### config.mk
export PLATFORM = sky130hd
export DESIGN_NAME = muldiv_sequencer
export DESIGN_NICKNAME = d
export VERILOG_FILES = /design/src/rtl/muldiv_pkg.sv /design/src/rtl/muldiv_div_core.sv /design/src/rtl/muldiv_sequencer.sv
export SDC_FILE = /design/constraint.sdc
export NUM_CORES = 2
export LEC_CHECK = 0
export BUFFER_PORTS_ARGS = -buffer_cell sky130_fd_sc_hd__buf_2
export CORE_MARGIN = 3
export CORE_UTILIZATION = 60
export CTS_BUF_LIST = sky130_fd_sc_hd__clkbuf_8
export DETAILED_ROUTE_END_ITERATION = 8
export PLACE_DENSITY = 0.77
export RECOVER_POWER = 100
export SETUP_SLACK_MARGIN = 0.4
export SLEW_MARGIN = 20
export SYNTH_ARGS = -nofsm -noshare
export SYNTH_HDL_FRONTEND = slang
export SYNTH_SLANG_ARGS = --single-unit
### constraint.sdc
create_clock -name clk -period 9.6 [get_ports clk]
set_input_delay 0.48 -clock clk [delete_from_list [all_inputs] [get_ports clk]]
set_output_delay 0.48 -clock clk [all_outputs]
set_load 0.01 [all_outputs]
### src/rtl/muldiv_pkg.sv
// Shared types for the HI/LO multiply/divide sequencer: opcode and state
// encodings plus divider iteration count.
package muldiv_pkg;

   localparam int DIV_ITERS = 32;
   localparam int CNT_W     = 5;

   typedef enum logic [2:0] {
      OP_MULT  = 3'd0,
      OP_MULTU = 3'd1,
      OP_DIV   = 3'd2,
      OP_DIVU  = 3'd3,
      OP_MTHI  = 3'd4,
      OP_MTLO  = 3'd5,
      OP_MUL   = 3'd6
   } md_op_t;

   typedef enum logic [1:0] {
      ST_IDLE,
      ST_MUL,
      ST_DIV,
      ST_FIX
   } md_state_t;

   function automatic logic is_mul_op(input md_op_t op);
      return (op == OP_MULT) || (op == OP_MULTU) || (op == OP_MUL);
   endfunction

endpackage

### src/rtl/muldiv_div_core.sv
// Iterative unsigned restoring divider datapath: one shift-subtract step per
// enabled cycle; the sequencer owns iteration count and sign handling.
module muldiv_div_core #(
   parameter int XLEN = 32
) (
   input  logic            clk,
   input  logic            reset,
   input  logic            load,
   input  logic            early,
   input  logic            step,
   input  logic [XLEN-1:0] dividend,
   input  logic [XLEN-1:0] divisor,
   output logic [XLEN-1:0] quotient,
   output logic [XLEN-1:0] remainder
);

   logic [XLEN-1:0] rem, quo, dvs;
   logic [XLEN:0]   shifted;
   logic [XLEN-1:0] diff;
   logic            fits;

   // rem < dvs keeps the true difference below 2^XLEN, so a modular
   // subtract of the low bits is exact whenever the trial fits.
   assign shifted = {rem, quo[XLEN-1]};
   assign fits    = (shifted >= {1'b0, dvs});
   assign diff    = shifted[XLEN-1:0] - dvs;

   always_ff @(posedge clk or posedge reset) begin
      if (reset) begin
         rem <= '0;
         quo <= '0;
         dvs <= '0;
      end else if (load) begin
         dvs <= divisor;
         if (early) begin
            rem <= dividend;
            quo <= '0;
         end else begin
            rem <= '0;
            quo <= dividend;
         end
      end else if (step) begin
         rem <= fits ? diff : shifted[XLEN-1:0];
         quo <= {quo[XLEN-2:0], fits};
      end
   end

   assign quotient  = quo;
   assign remainder = rem;

endmodule

### src/rtl/muldiv_sequencer.sv
// HI/LO multiply/divide execution controller beside the EX-stage ALU.
// Optional MULDIV_EARLY_OUT_EN: divides with |a| < |b| skip straight to FIX.
//
// state | meaning
// IDLE  | op_ready high; MTHI/MTLO complete here, other ops start
// MUL   | product registered, waiting out MUL_STAGES retiming cycles
// DIV   | one restoring divide iteration per cycle (DIV_ITERS cycles)
// FIX   | apply quotient/remainder signs, write HI/LO, pulse done
module muldiv_sequencer
   import muldiv_pkg::*;
#(
   parameter int XLEN       = 32,
   parameter int MUL_STAGES = 2
) (
   input  logic            clk,
   input  logic            reset,
   input  logic            op_valid,
   input  md_op_t          op_code,
   input  logic [XLEN-1:0] op_a,
   input  logic [XLEN-1:0] op_b,
   input  logic            flush,
   output logic            op_ready,
   output logic            busy,
   output logic [XLEN-1:0] hi,
   output logic [XLEN-1:0] lo,
   output logic [XLEN-1:0] result,
   output logic            done
);

   md_state_t         state, state_n;
   logic [CNT_W-1:0]  cnt, cnt_n;
   md_op_t            op_q;
   logic [2*XLEN-1:0] prod, prod_q;
   logic              sa_q, neg_q, bz_q;
   logic              accept, mul_fin, div_fin, div_load, div_early, div_step;
   logic              div_signed, mul_signed;
   logic [XLEN-1:0]   abs_a, abs_b, quo, rem;

   assign accept     = op_valid & (state == ST_IDLE) & ~flush;
   assign div_signed = (op_code == OP_DIV);
   assign mul_signed = (op_code == OP_MULT);
   assign abs_a      = (div_signed && op_a[XLEN-1]) ? -op_a : op_a;
   assign abs_b      = (div_signed && op_b[XLEN-1]) ? -op_b : op_b;

   // Extending to 2*XLEN makes one truncated multiply serve signed and unsigned.
   assign prod = {{XLEN{mul_signed & op_a[XLEN-1]}}, op_a} *
                 {{XLEN{mul_signed & op_b[XLEN-1]}}, op_b};

   assign op_ready = (state == ST_IDLE);
   assign busy     = (state != ST_IDLE);

   always_comb begin
      state_n   = state;
      cnt_n     = cnt;
      mul_fin   = 1'b0;
      div_fin   = 1'b0;
      div_load  = 1'b0;
      div_early = 1'b0;
      div_step  = 1'b0;
      case (state)
         ST_IDLE: begin
            if (accept) begin
               if (is_mul_op(op_code)) begin
                  state_n = ST_MUL;
                  cnt_n   = CNT_W'(MUL_STAGES - 1);
               end else if (op_code == OP_DIV || op_code == OP_DIVU) begin
                  div_load = 1'b1;
                  state_n  = ST_DIV;
                  cnt_n    = CNT_W'(DIV_ITERS - 1);
`ifdef MULDIV_EARLY_OUT_EN
                  if (abs_b != '0 && abs_a < abs_b) begin
                     div_early = 1'b1;
                     state_n   = ST_FIX;
                     cnt_n     = '0;
                  end
`endif
               end
            end
         end
         ST_MUL: begin
            if (cnt == '0) begin
               state_n = ST_IDLE;
               mul_fin = 1'b1;
            end else begin
               cnt_n = cnt - 1'b1;
            end
         end
         ST_DIV: begin
            div_step = 1'b1;
            if (cnt == '0) state_n = ST_FIX;
            else           cnt_n   = cnt - 1'b1;
         end
         ST_FIX: begin
            state_n = ST_IDLE;
            div_fin = 1'b1;
         end
         default: state_n = ST_IDLE;
      endcase
      // A kill wins everywhere, including the completing cycle.
      if (flush) begin
         state_n  = ST_IDLE;
         cnt_n    = '0;
         mul_fin  = 1'b0;
         div_fin  = 1'b0;
         div_step = 1'b0;
      end
   end

   always_ff @(posedge clk or posedge reset) begin
      if (reset) begin
         state  <= ST_IDLE;
         cnt    <= '0;
         op_q   <= OP_MULT;
         prod_q <= '0;
         sa_q   <= 1'b0;
         neg_q  <= 1'b0;
         bz_q   <= 1'b0;
         hi     <= '0;
         lo     <= '0;
         result <= '0;
         done   <= 1'b0;
      end else begin
         state <= state_n;
         cnt   <= cnt_n;
         done  <= mul_fin | div_fin;
         if (accept) begin
            op_q <= op_code;
            case (op_code)
               OP_MTHI: hi <= op_a;
               OP_MTLO: lo <= op_a;
               OP_MULT, OP_MULTU, OP_MUL: prod_q <= prod;
               OP_DIV, OP_DIVU: begin
                  sa_q  <= div_signed & op_a[XLEN-1];
                  neg_q <= div_signed & (op_a[XLEN-1] ^ op_b[XLEN-1]);
                  bz_q  <= (op_b == '0);
               end
               default: ;
            endcase
         end
         if (mul_fin) begin
            if (op_q == OP_MUL) result   <= prod_q[XLEN-1:0];
            else                {hi, lo} <= prod_q;
         end
         if (div_fin) begin
            lo <= bz_q ? '1 : (neg_q ? -quo : quo);
            hi <= sa_q ? -rem : rem;
         end
      end
   end

   muldiv_div_core #(.XLEN(XLEN)) u_div (
      .clk       (clk),
      .reset     (reset),
      .load      (div_load),
      .early     (div_early),
      .step      (div_step),
      .dividend  (abs_a),
      .divisor   (abs_b),
      .quotient  (quo),
      .remainder (rem)
   );

endmodule

==> summary.txt <==
status: complete, but fails checks
violated checks: max-capacitance violations, max-slew violations
post-CTS sizing: 0
post-synthesis xor/xnor area fraction: 3.54%
Die Ht: 305 um
Syn Nets: 7464
largest family of logic cells by synthesized area: adder cells
final WL: 159 mm
Slew Limit Headroom: -201%
H-tree depth: 2
max-cap violations: 13
commonest non-fill, non-tap cells in the layout: 1188 x inv_1, 1126 x fa_1, 1072 x nand2_1, 350 x and2_1, 269 x dfrtp_1
layout cell share with drive strength beyond 1: 4.85%
# setup viols final: 0
GRT overflow: 0
mux contribution to synthesized area: 1.72%
post-synthesis compound-gate area fraction: 8.16%
Setup Skew: 59.3 ps
ys async rst share: 100%
drt via density: 5.89
number of synthesized register bits: 270
CTS Sinks: 270
Clock transition at path regs: 70 ps
Critical Path RT: 9980 ps
Post-Syn Instances: 6012
Slew @ Worst Pin: 4490 ps
core area: 0.0885 sq mm
CP max-delay cell: clkbuf_1
initial DRC count: 3639
Yosys cell types: 71
Num CTS Buffers: 42
Setup TNS: 0 ps
fin. max-slew vios: 861
Area Growth Syn to Fin: 4.58%
Finished Layout Cells: 7160
type of the worst min-delay path: input pin to register
CTS tree: yes
io pins: 170
RSZ-0062 raised after global routing: no
Synth Flop Type: dfrtp_1
Hold Buf Count CTS: 0
die footprint: 0.0930 sq mm
WP buf/inv: 5
Worst Setup Start Kind: input pin
Die X: 305 um
WS Path Type: input pin to register
cell row count: 109
arrival time worst endpoint: 9420 ps
Total GRT Usage: 34.9%
worst reg2reg path depth: 10
Detailed Place HPWL: 125 mm
Post-CTS Setup Inserts: 0
Crit path max-delay family: adder cells
Final #Nets: 7401
remaining antenna violation count: 0
DRT Pass-1 Iters: 6
Core Util, Final: 63.4%
drt wl/cell: 22.2 um
vias in the first global route: 44500
Crit Path Max Fanout: 25
register area share after synthesis: 12.6%
Simple-Gate Fraction of Synth Area: 15.1%
Worst-Skew Late Latency: 620 ps
DRC: 0
Crit. End Element: register
instance count on the critical path: 26
number of synthesized flops with an enable pin: 0
Fmax achieved: 111 MHz
cell count of the worst hold path: 3
Synth Cell Area: 0.0536 sq mm
Initial Utilization: 60.6%
Syn Area/Cell: 8.92 sq um
most common cell after layout, fill and taps aside: inv_1
slowest stage delay, CP: 1270 ps
most used cell, CP: fa_1
placed insts: 7070
initial antenna violation count: 13
routability cong.: 0.988
Hold Slack: 144 ps
Final Hold Fails: 0
maximum clock path buffer count: 3
root buf cell: clkbuf_8
via count: 42200
Tmin final: 9040 ps
port buffer count: 169
Synth Warn #: 0
first-pass GRT wire length: 250 mm
largest net degree at the start of global routing: 170
period utilization: 94.2%
Adder-Cell Fraction of Synth Area: 48.0%
==> stage by stage <==
| step | cell area (sq um) | setup slack [ps] |
|---|---|---|
| after floorplan | 53600 | 782 |
| after global placement | 55400 | 487 |
| after detailed placement | 55400 | 462 |
| after CTS | 56300 | 994 |
| after global routing | 56100 | 208 |
| final | 56100 | 559 |
==> routing by layer <==
layer	routed length, um	vias to the layer above	global-route usage (%)	part of all wire, %
li1	-	18000	-	-
met1	58000	21500	44.3	36
met2	75800	2093	57.2	48
met3	14400	543	6.42	9.1
met4	10700	6	19.2	6.7
met5	36	-	0	0.023
==> synthesized netlist by cell type (9+ instances only) <==
cell type	instances	share of area, %
o31ai_1	28	0.39
nand4_1	19	0.22
o41ai_1	18	0.29
and2_1	354	4.1
or4_1	9	0.13
xnor2_1	98	1.6
xor2_1	119	1.9
or2_2	11	0.13
mux2i_1	53	0.99
fa_1	1126	42
buf_1	71	0.50
ha_1	255	5.9
a22oi_1	16	0.22
a21o_1	48	0.67
and3_1	18	0.21
inv_1	1175	8.2
nand2b_1	19	0.22
nor2_1	160	1.1
mux2_2	35	0.73
or3_1	16	0.19
o21bai_1	15	0.21
nand3_1	34	0.32
a31oi_1	43	0.50
nor2b_1	11	0.13
dfrtp_1	270	13
nor4_1	14	0.16
a21oi_1	176	1.6
a211oi_1	30	0.42
nor3_1	22	0.21
o21ai_0	240	2.2
clkbuf_1	304	2.1
nand2_1	1072	7.5
o211ai_1	41	0.57
o21a_1	18	0.25
==> flip-flops by register name, summed over array words and instances, names as in the netlist <==
signal,count
state,2
u_div.quotient,32
u_div.dvs,32
hi,32
neg_q,1
result,32
lo,32
cnt,5
done,1
bz_q,1
op_q,3
sa_q,1
u_div.remainder,32
prod_q,64
==> worst reg2reg max path, stage by stage (launching register included) <==
cell and delay, ps:
dfrtp_1 380, inv_1 100, ha_1 280, inv_1 120
nor2_1 110, and2_0 320, nand3b_1 160, clkbuf_1 2710
clkbuf_1 2030, nand2_1 710, o21ai_0 340
==> cell type report <==
type / instances / area [sq um]
well taps: 1165 / 1460
multi-input cells: 4189 / 41100
fillers: 7408 / 32400
clock buffers: 51 / 702
repair buffers: 270 / 1450
clock inverters: 25 / 205
flip-flops and latches: 270 / 6760
inverters: 1176 / 4420
diodes: 14 / 35.0
==> final timing paths <==
check,slack (ps),start,to
max in group asynchronous,2400,reset,sa_q
worst max-delay path,560,op_a[4],prod_q[62]
worst min-delay path,140,op_code[0],op_q[0]
worst min register to register,480,u_div.dvs[25],u_div.dvs[25]
min in group asynchronous,1220,reset,u_div.quotient[7]
worst max register to register,2210,state[0],u_div.remainder[2]
==> logic make-up after synthesis <==
group                      after synthesis
AOI/OAI and AO/OA                      718
xor gates and xnor gates               217
adders and majority gates             1381
buffers and inverters                 1553
DFF                                    270
muxes                                   88
and+or+nand+nor                       1785
Power is left out: the tool's default activity adds up to more than one toggle a clock period on the data nets, which glitch-free logic cannot reach.
